**src/rtl/cmac_csb_reg_file.sv**
```systemverilog
// cmac_csb_reg_file: CSB register file for CMAC_A with ping-pong D_* groups and S_* status/pointer registers
// Ports:
//   nvdla_core_clk / nvdla_core_rstn   clock, asynchronous active-low reset
//   csb2cmac_a_req_pvld/prdy/pd        CSB request (prdy tied high)
//   cmac_a2csb_resp_valid/pd           registered read / non-posted write response
//   dp2reg_done                        datapath done pulse, retires the consumer group
//   reg2dp_op_en/conv_mode/proc_precision  consumer group fields to the datapath
//   slcg_op_en                         registered clock-gating enables
module cmac_csb_reg_file #(
  parameter int SLCG_NUM = 3
) (
  input  logic                nvdla_core_clk,
  input  logic                nvdla_core_rstn,
  input  logic                csb2cmac_a_req_pvld,
  output logic                csb2cmac_a_req_prdy,
  input  logic [62:0]         csb2cmac_a_req_pd,
  output logic                cmac_a2csb_resp_valid,
  output logic [33:0]         cmac_a2csb_resp_pd,
  input  logic                dp2reg_done,
  output logic                reg2dp_op_en,
  output logic                reg2dp_conv_mode,
  output logic [1:0]          reg2dp_proc_precision,
  output logic [SLCG_NUM-1:0] slcg_op_en
);
  logic [9:0]  addr;
  logic [31:0] wdat;
  logic        write, nposted, wr_en, unused_ok;
  logic [1:0]       op_en_q, op_en_d, conv_q, conv_d;
  logic [1:0][1:0]  prec_q, prec_d;
  logic             producer_q, producer_d, consumer_q, consumer_d;
  logic             resp_valid_q, resp_valid_d;
  logic [33:0]      resp_pd_q, resp_pd_d;
  logic [SLCG_NUM-1:0] slcg_q;
  logic [1:0]  st0, st1;
  logic [31:0] rdat;
  assign addr      = csb2cmac_a_req_pd[9:0];
  assign wdat      = csb2cmac_a_req_pd[53:22];
  assign write     = csb2cmac_a_req_pd[54];
  assign nposted   = csb2cmac_a_req_pd[55];
  assign unused_ok = ^{csb2cmac_a_req_pd[62:56], csb2cmac_a_req_pd[21:10]};
  assign wr_en     = csb2cmac_a_req_pvld & write;
  assign csb2cmac_a_req_prdy = 1'b1;
  // Running when the group is the one the datapath consumes, otherwise queued.
  assign st0 = op_en_q[0] ? (consumer_q == 1'b0 ? 2'd1 : 2'd2) : 2'd0;
  assign st1 = op_en_q[1] ? (consumer_q == 1'b1 ? 2'd1 : 2'd2) : 2'd0;
  always_comb begin
    rdat = addr == 10'h000 ? {14'b0, st1, 14'b0, st0} :
           addr == 10'h001 ? {15'b0, consumer_q, 15'b0, producer_q} :
           addr == 10'h002 ? {31'b0, op_en_q[producer_q]} :
           addr == 10'h003 ? {18'b0, prec_q[producer_q], 11'b0, conv_q[producer_q]} : 32'h0;
  end
  always_comb begin
    op_en_d    = op_en_q;
    conv_d     = conv_q;
    prec_d     = prec_q;
    producer_d = producer_q;
    consumer_d = consumer_q;
    if (wr_en && addr == 10'h001) producer_d = wdat[0];
    if (wr_en && addr == 10'h002) op_en_d[producer_q] = wdat[0];
    if (wr_en && addr == 10'h003) begin
      conv_d[producer_q] = wdat[0];
      prec_d[producer_q] = wdat[13:12];
    end
    // Applied after the CSB write so a colliding op_en write loses to done.
    if (dp2reg_done) begin
      op_en_d[consumer_q] = 1'b0;
      consumer_d          = ~consumer_q;
    end
  end
  always_comb begin
    resp_valid_d = csb2cmac_a_req_pvld & (~write | nposted);
    resp_pd_d    = resp_valid_d ? {write, 1'b0, write ? 32'h0 : rdat} : resp_pd_q;
  end
  always_ff @(posedge nvdla_core_clk or negedge nvdla_core_rstn) begin
    if (!nvdla_core_rstn) begin
      op_en_q      <= '0;
      conv_q       <= '0;
      prec_q       <= '0;
      producer_q   <= 1'b0;
      consumer_q   <= 1'b0;
      resp_valid_q <= 1'b0;
      resp_pd_q    <= '0;
      slcg_q       <= '0;
    end else begin
      op_en_q      <= op_en_d;
      conv_q       <= conv_d;
      prec_q       <= prec_d;
      producer_q   <= producer_d;
      consumer_q   <= consumer_d;
      resp_valid_q <= resp_valid_d;
      resp_pd_q    <= resp_pd_d;
      slcg_q       <= {SLCG_NUM{reg2dp_op_en}};
    end
  end
  assign reg2dp_op_en          = op_en_q[consumer_q];
  assign reg2dp_conv_mode      = conv_q[consumer_q];
  assign reg2dp_proc_precision = prec_q[consumer_q];
  assign cmac_a2csb_resp_valid = resp_valid_q;
  assign cmac_a2csb_resp_pd    = resp_pd_q;
  assign slcg_op_en            = slcg_q;
endmodule

```
**config.mk**
```make
export PLATFORM = sky130hd
export DESIGN_NAME = cmac_csb_reg_file
export DESIGN_NICKNAME = d
export VERILOG_FILES = /design/src/rtl/cmac_csb_reg_file.sv
export SDC_FILE = /design/constraint.sdc
export NUM_CORES = 1
export LEC_CHECK = 0
export CAP_MARGIN = 20
export CORE_MARGIN = 4
export CORE_UTILIZATION = 33
export DETAILED_ROUTE_END_ITERATION = 8
export PLACE_DENSITY = 0.86
export SETUP_SLACK_MARGIN = 0.02
export SLEW_MARGIN = 40
export SYNTH_ARGS = -nofsm -noshare
export SYNTH_HDL_FRONTEND = slang
export SYNTH_SLANG_ARGS = --single-unit
```
**constraint.sdc**
```tcl
create_clock -name nvdla_core_clk -period 3.2 [get_ports nvdla_core_clk]
set_input_delay 0.96 -clock nvdla_core_clk [delete_from_list [all_inputs] [get_ports nvdla_core_clk]]
set_output_delay 0.96 -clock nvdla_core_clk [all_outputs]
set_load 0.05 [all_outputs]
```
==> metrics.md <==
| Metric | Value |
|---|---|
| Outcome | `finished clean` |
| Root Buffer | `clkbuf_4` |
| Pwr Density | `373.9 nW/um2` |
| Initial antenna violation count | `0` |
| MaxCap Viol Count | `0` |
| Worst-margin pin slew | `510.4 ps` |
| Avg Cell Area, Syn | `10.05 um2` |
| Residual DRC | `0` |
| Die footprint | `between 4000 and 5000 um2` |
| Post-Syn Instances | `about 120` |
| CTS tree | `done` |
| Commonest non-fill, non-tap cells in the layout | `32 x clkdlybuf4s50_1, 28 x conb_1, 19 x dfrtp_1` |
| P&R area growth vs syn | `20.71%` |
| Routed len/inst | `11.97 um` |
| R2r worst-path depth | `4` |
| RSZ-0062 raised after global routing | `false` |
| Number of synthesized flops with an enable pin | `0` |
| Rel. slew slack | `between 60% and 70%` |
| Endpoints failing setup | `0` |
| Core Area | `around 3400 um2` |
| P_sw | `203.3 uW` |
| Deepest clock path buffer count | `2` |
| Crit path required time | `2240 ps` |
| GPL Wtd Cong | `0.7914` |
| Setup TNS | `0 ps` |
| # port buffers | `33` |
| Share of cells above drive strength 1 | `12.84%` |
| Worst Hold Class | `reg2reg` |
| Worst Skew | `5.062 ps` |
| YS warnings | `0` |
| P_leak | `between 0.0006 and 0.0007 uW` |
| Final Hold Fails | `0` |
| VDD IR-drop max | `0.1373 mV` |
| Final worst-path cycle share | `about nine tenths` |
| Worst skew pair latency | `300 ps` |
| Fmax | `0.3466 GHz` |
| GRT Residual Overflow | `0` |
| Commonest non-fill, non-tap cell in the layout | `clkdlybuf4s50_1` |
| Max-slew violation count | `0` |
| CTS Buf Count | `3` |
| Reg-to-reg setup timing slack | `1710 ps` |
| Worst hold margin | `489.5 ps` |
| Final nets | `216` |
| Post-Syn Area | `between 1000 and 1500 um2` |
| Non-Filler Cell Area, Final | `around 1400 um2` |
| Gr usage total | `about 10%` |
| Worst hold stages | `2` |
| Via density | `approximately 4.3` |
| Die Span X | `68.21 um` |
| Ys flop type | `dfrtp_1` |
| Placed cell area | `1423 um2` |
| Worst Setup End Kind | `output pin` |
| Gate power share | `27.7%` |
| Fraction of registers with async set/reset | `100.0%` |
| Crit Path Class | `reg2out` |
| Startpoint types | `flip-flop` |
| Crit path DAT | `~1900 ps` |
| CTS sink cnt | `19` |
| Yosys reg bits | `19` |
| H-Tree Depth | `1` |
| Hpwl dp | `1.915 mm` |
| Clk slew on worst S/H paths | `110 ps` |
| Die height | `68.21 um` |
| Largest net degree at the start of global routing | `20` |
| CP Max Fanout | `8` |
| Post-CTS Resized | `0` |
| Final wirelength | `2.323 mm` |
| Switching Share | `between 30% and 40%` |
| P_int | `336.6 uW` |
| Fin crit period | `around 2900 ps` |
| Register area share after synthesis | `39.75%` |
| Post-CTS setup buffers | `0` |
| Num ports | `110` |
| Vias in the first global route | `743` |
| First-pass GRT wire length | `3.560 mm` |
| Sequential fraction of design power | `49.9%` |
| Distinct cell type count of the synthesized netlist | `29` |
| Hold Buf Count CTS | `0` |
| Routed via count | `840` |
| Initial Util | `35.02%` |
| Tot Pwr | `539.8 uW` |
| Antenna diodes | `0` |
| Drt first pass iters | `4` |
| Final ANT Viol Nets | `0` |
| Row cnt | `21` |
| Clk pwr share | `22.5%` |
| Iter 0 DRT Violations | `21` |
## worst max-delay path, stage by stage (launching register included)
cell             delay [ps]
dfrtp_1                 550
mux2_2                  380
clkdlybuf4s50_1         700
## layout make-up
cell class,instances,area (um2)
Clock buffer,4,26.28
Multi-Input combinational cell,88,544.3
Inverter,4,15.01
Fill cell,349,1972
Tap cell,46,57.56
Timing Repair Buffer,33,325.3
Sequential cell,19,475.5
## routing by layer
layer	up-vias	track usage, %	share of wire (%)
li1	409	-	-
met1	394	12.93	40
met2	35	17.45	50
met3	2	2.299	8.2
met4	0	2.978	1.0
met5	-	0	0
## kinds of logic (layout without fill, tap and decap cells)
family | after synthesis | in the layout | synth area share [%]
xor+xnor | 1 | 1 | 0.7324
flops | 19 | 19 | 39.75
simple gates | 30 | 30 | 15.06
mux | 15 | 15 | 13.70
other cells | 2 | 28 | 0.6278
compound gates | 14 | 14 | 7.218
buf+inv | 38 | 41 | 22.91
## power by group through the flow
stage	sequential [uW]	combinational, uW	clock [uW]
after floorplan	264	146	0
after global placement	273	148	0
after detailed placement	274	150	0
after CTS	270	150	126
after global routing	271	160	136
final	269	149	121
## path summary, 6_finish.rpt
check                                                        start                                 end
worst max-delay path                        consumer_q$_DFFE_PN0P_                    reg2dp_conv_mode
worst min-delay path            cmac_a2csb_resp_pd[17]$_DFFE_PN0P_  cmac_a2csb_resp_pd[17]$_DFFE_PN0P_
worst max register to register              producer_q$_DFFE_PN0P_   cmac_a2csb_resp_pd[0]$_DFFE_PN0P_
worst min register to register  cmac_a2csb_resp_pd[17]$_DFFE_PN0P_  cmac_a2csb_resp_pd[17]$_DFFE_PN0P_
max in group asynchronous                          nvdla_core_rstn  cmac_a2csb_resp_pd[12]$_DFFE_PN0P_
min in group asynchronous                          nvdla_core_rstn              consumer_q$_DFFE_PN0P_
## through the flow
step           setup WS, ps  util, %  std cells
2_1_floorplan         896.6        -        145
3_3_place_gp          431.9    41.65        190
3_5_place_dp          401.9    41.65        190
4_1_cts               295.5    42.42        194
5_1_grt               209.1    42.27        194
6_report              314.8    42.27        194
## sequential cells by signal (all words and copies together), names as in the netlist
register and cells:
cmac_a2csb_resp_valid 1, consumer_q 1, slcg_op_en 1, producer_q 1, conv_q 2, cmac_a2csb_resp_pd 7
op_en_q 2, prec_q 4
## cell usage after synthesis (2+ instances only)
master,number,share of area [%]
buf_4,31,19
nand2b_2,2,1.5
nor2_1,4,1.3
a32o_1,2,1.7
inv_1,4,1.3
nor4_1,3,1.6
conb_1,2,0.63
dfrtp_1,19,40
buf_6,2,1.9
or4_4,2,1.9
nand2_1,11,3.5
nand4b_1,2,1.5
o21ai_0,4,1.7
mux2i_1,4,3.3
a21oi_1,4,1.7
mux2_2,10,9.4
(Power assumes the default switching activity.)
==> RTL change (same settings) <==
Change the parameter `SLCG_NUM` from 3 to 2.
--- a/src/rtl/cmac_csb_reg_file.sv
+++ b/src/rtl/cmac_csb_reg_file.sv
@@ -8,5 +8,5 @@
 //   slcg_op_en                         registered clock-gating enables
 module cmac_csb_reg_file #(
-  parameter int SLCG_NUM = 3
+  parameter int SLCG_NUM = 2
 ) (
   input  logic                nvdla_core_clk,
Interface: changed (resized slcg_op_en); port bits go from 110 to 109. No check against the original RTL was run, so the function may have changed too.
==> RTL change against the original RTL <==
  * Count of clock-buffer cells in the layout stayed put
  * Wire length is 3.6% lower
  * Area after synthesis is 0.63% lower
  * Worst setup slack better by 0.031 ns
  * Cell count is 0.52% lower
  * Critical path type unchanged
  * Sequential cell count stayed put
  * Total power is 1.1% lower
  * Sequential share of layout area is 0.23 points higher
  * Design area is 0.69% lower
  * First-iteration DRC count is 4.8% higher
==> RTL change: results (changes against the original RTL) <==
placement:
  port_buffers: 32  # -3.0%
  dpl.hpwl_mm: 1.870  # -2.4%
  dp_worst_setup_slack_ns: 0.3988  # -0.003020 ns
  finalWeightedCongestion: 0.7944  # +0.38%
timing:
  final.setup.tns_ns: 0  # unchanged
  worst-slew-pin-transition_ns: 0.5048  # -0.005586 ns
  timing.clock.skew_ns: 0.0008847  # -0.004177 ns
routing:
  route.detailed.wl_per_inst_um: 11.60  # -3.1%
  drtPass1Iterations: 4  # unchanged
  drt_first_iter_violations: 22  # +4.8%
  post_drt_via_cell_ratio: 4.264  # -1.5%
layout:
  num-nets-final: 215  # -0.46%
  insertedDiodeCount: 0  # unchanged
  n_fill_cell: 341  # -2.3%
  layout-drive-gt1-share_pct: 12.93  # +0.087 points
worst_hold_path:
  worst_hold_path_type: "register to register"
critical_path:
  max_fanout_on_critical_path: 8  # unchanged
  critical_path_arrival_ns: 1.89  # -0.04 ns
synthesis:
  synth-seq-area-share_pct: 40.00  # +0.25 points
  synth_area_leaders: "sky130_fd_sc_hd__dfrtp_1 40%, sky130_fd_sc_hd__buf_4 19%, sky130_fd_sc_hd__mux2_2 9.5%"
  synthesis.yosys.warnings: 0  # unchanged
  synth.top_cells.by_count: "30 x sky130_fd_sc_hd__buf_4, 19 x sky130_fd_sc_hd__dfrtp_1, 11 x sky130_fd_sc_hd__nand2_1"
clock_network:
  cts.reportedPaths.clkPinSlew_ns: 0.10
  cts.repair.resized: 0  # unchanged
  clock_tree.buffer_depth: 2  # unchanged
  worstSkewPairLatency_ns: 0.28  # -0.02 ns
  cts_setup_buffers: 0  # unchanged
  root_driver: "sky130_fd_sc_hd__clkbuf_4"
  cts_made_buffers: 3  # unchanged
global_route:
  grt.met3_usage_pct: 2.627  # +0.33 points
  grt_util_all_layers_pct: 9.550  # -0.71 points
  global_route.usage.met2_pct: 17.69  # +0.24 points
  grt_start_max_net_pins: 20  # unchanged
  grt_pass1_vias: 802  # +7.9%
  wire_length_of_the_first_global_routing_pass_mm: 3.387  # -4.9%
  antenna_found_initial: 0  # unchanged
  groute.layer.met1.usage_pct: 10.73  # -2.2 points
pwr:
  leakagePower_nw: 0.6459  # -0.52%
  p_int_w: 0.0003364  # about the same
  irDropWorstVdd_v: 0.0001082  # -21%
outcome:
  run_status: "finished clean"
[RTL change: final cells by class]
cell class / count / share of cell area (%)
clock buffer: 4 / 1.832
timing repair buffer: 32 / 21.99
inverter: 4 / 1.047
tap: 46 / 4.014
multi-input combinational: 88 / 37.96
sequential: 19 / 33.16
[RTL change: final timing paths]
| path | end | slack [ns] | startpoint | cells past startpoint |
|---|---|---|---|---|
| worst min register to register | cmac_a2csb_resp_pd[17] | 0.49 | cmac_a2csb_resp_pd[17] | 2 |
| worst max register to register | cmac_a2csb_resp_pd[0] | 1.71 | producer_q | 4 |
| min in group asynchronous | op_en_q[0] | 0.59 | nvdla_core_rstn | 1 |
| worst max-delay path | reg2dp_proc_precision[0] | 0.35 | consumer_q | 2 |
| worst min-delay path | cmac_a2csb_resp_pd[17] | 0.49 | cmac_a2csb_resp_pd[17] | 2 |
| max in group asynchronous | cmac_a2csb_resp_pd[12] | 2.33 | nvdla_core_rstn | 1 |
[RTL change: kinds of logic (layout without fill, tap and decap cells)]
kind of cell / count (synthesis) / in the layout / synth area share (%)
buffers and inverters: 37 / 40 / 22.42
and+or+nand+nor: 30 / 30 / 15.16
DFF: 19 / 19 / 40.00
muxes: 15 / 15 / 13.79
AOI/OAI and AO/OA: 14 / 14 / 7.264
other: 2 / 28 / 0.6318
xor gates and xnor gates: 1 / 1 / 0.7370
[RTL change: power by group through the flow]
stage               combinational [W]  sequential [W]  clock (W)
finish                       0.000150        0.000267   0.000116
detailed placement           0.000150        0.000274          0
global placement             0.000148        0.000272          0
floorplan                    0.000146        0.000264          0
CTS                          0.000150        0.000269   0.000123
global route                 0.000160        0.000270   0.000134
[RTL change: through the flow]
step / hold slack [ns] / utilization, % / cells / cell area [µm²]
2_1_floorplan: 0.4960 / - / 144 / 1286
3_3_place_gp: 0.4650 / 41.36 / 189 / 1413
3_5_place_dp: 0.4650 / 41.36 / 189 / 1413
4_1_cts: 0.4893 / 42.12 / 193 / 1439
5_1_grt: 0.5075 / 41.98 / 193 / 1434
6_report: 0.4855 / 41.98 / 193 / 1434
[RTL change: critical path, stage by stage (launching register included)]
cell and delay [ns]:
sky130_fd_sc_hd__dfrtp_1 0.53, sky130_fd_sc_hd__mux2_2 0.38, sky130_fd_sc_hd__clkdlybuf4s50_1 0.70
[RTL change: layer usage]
| metal | routed length (µm) | vias to the layer above |
|---|---|---|
| li1 | - | 404 |
| met1 | 881 | 388 |
| met2 | 1138 | 31 |
| met3 | 220 | 0 |
| met4 | 0 | 0 |
| met5 | 0 | - |
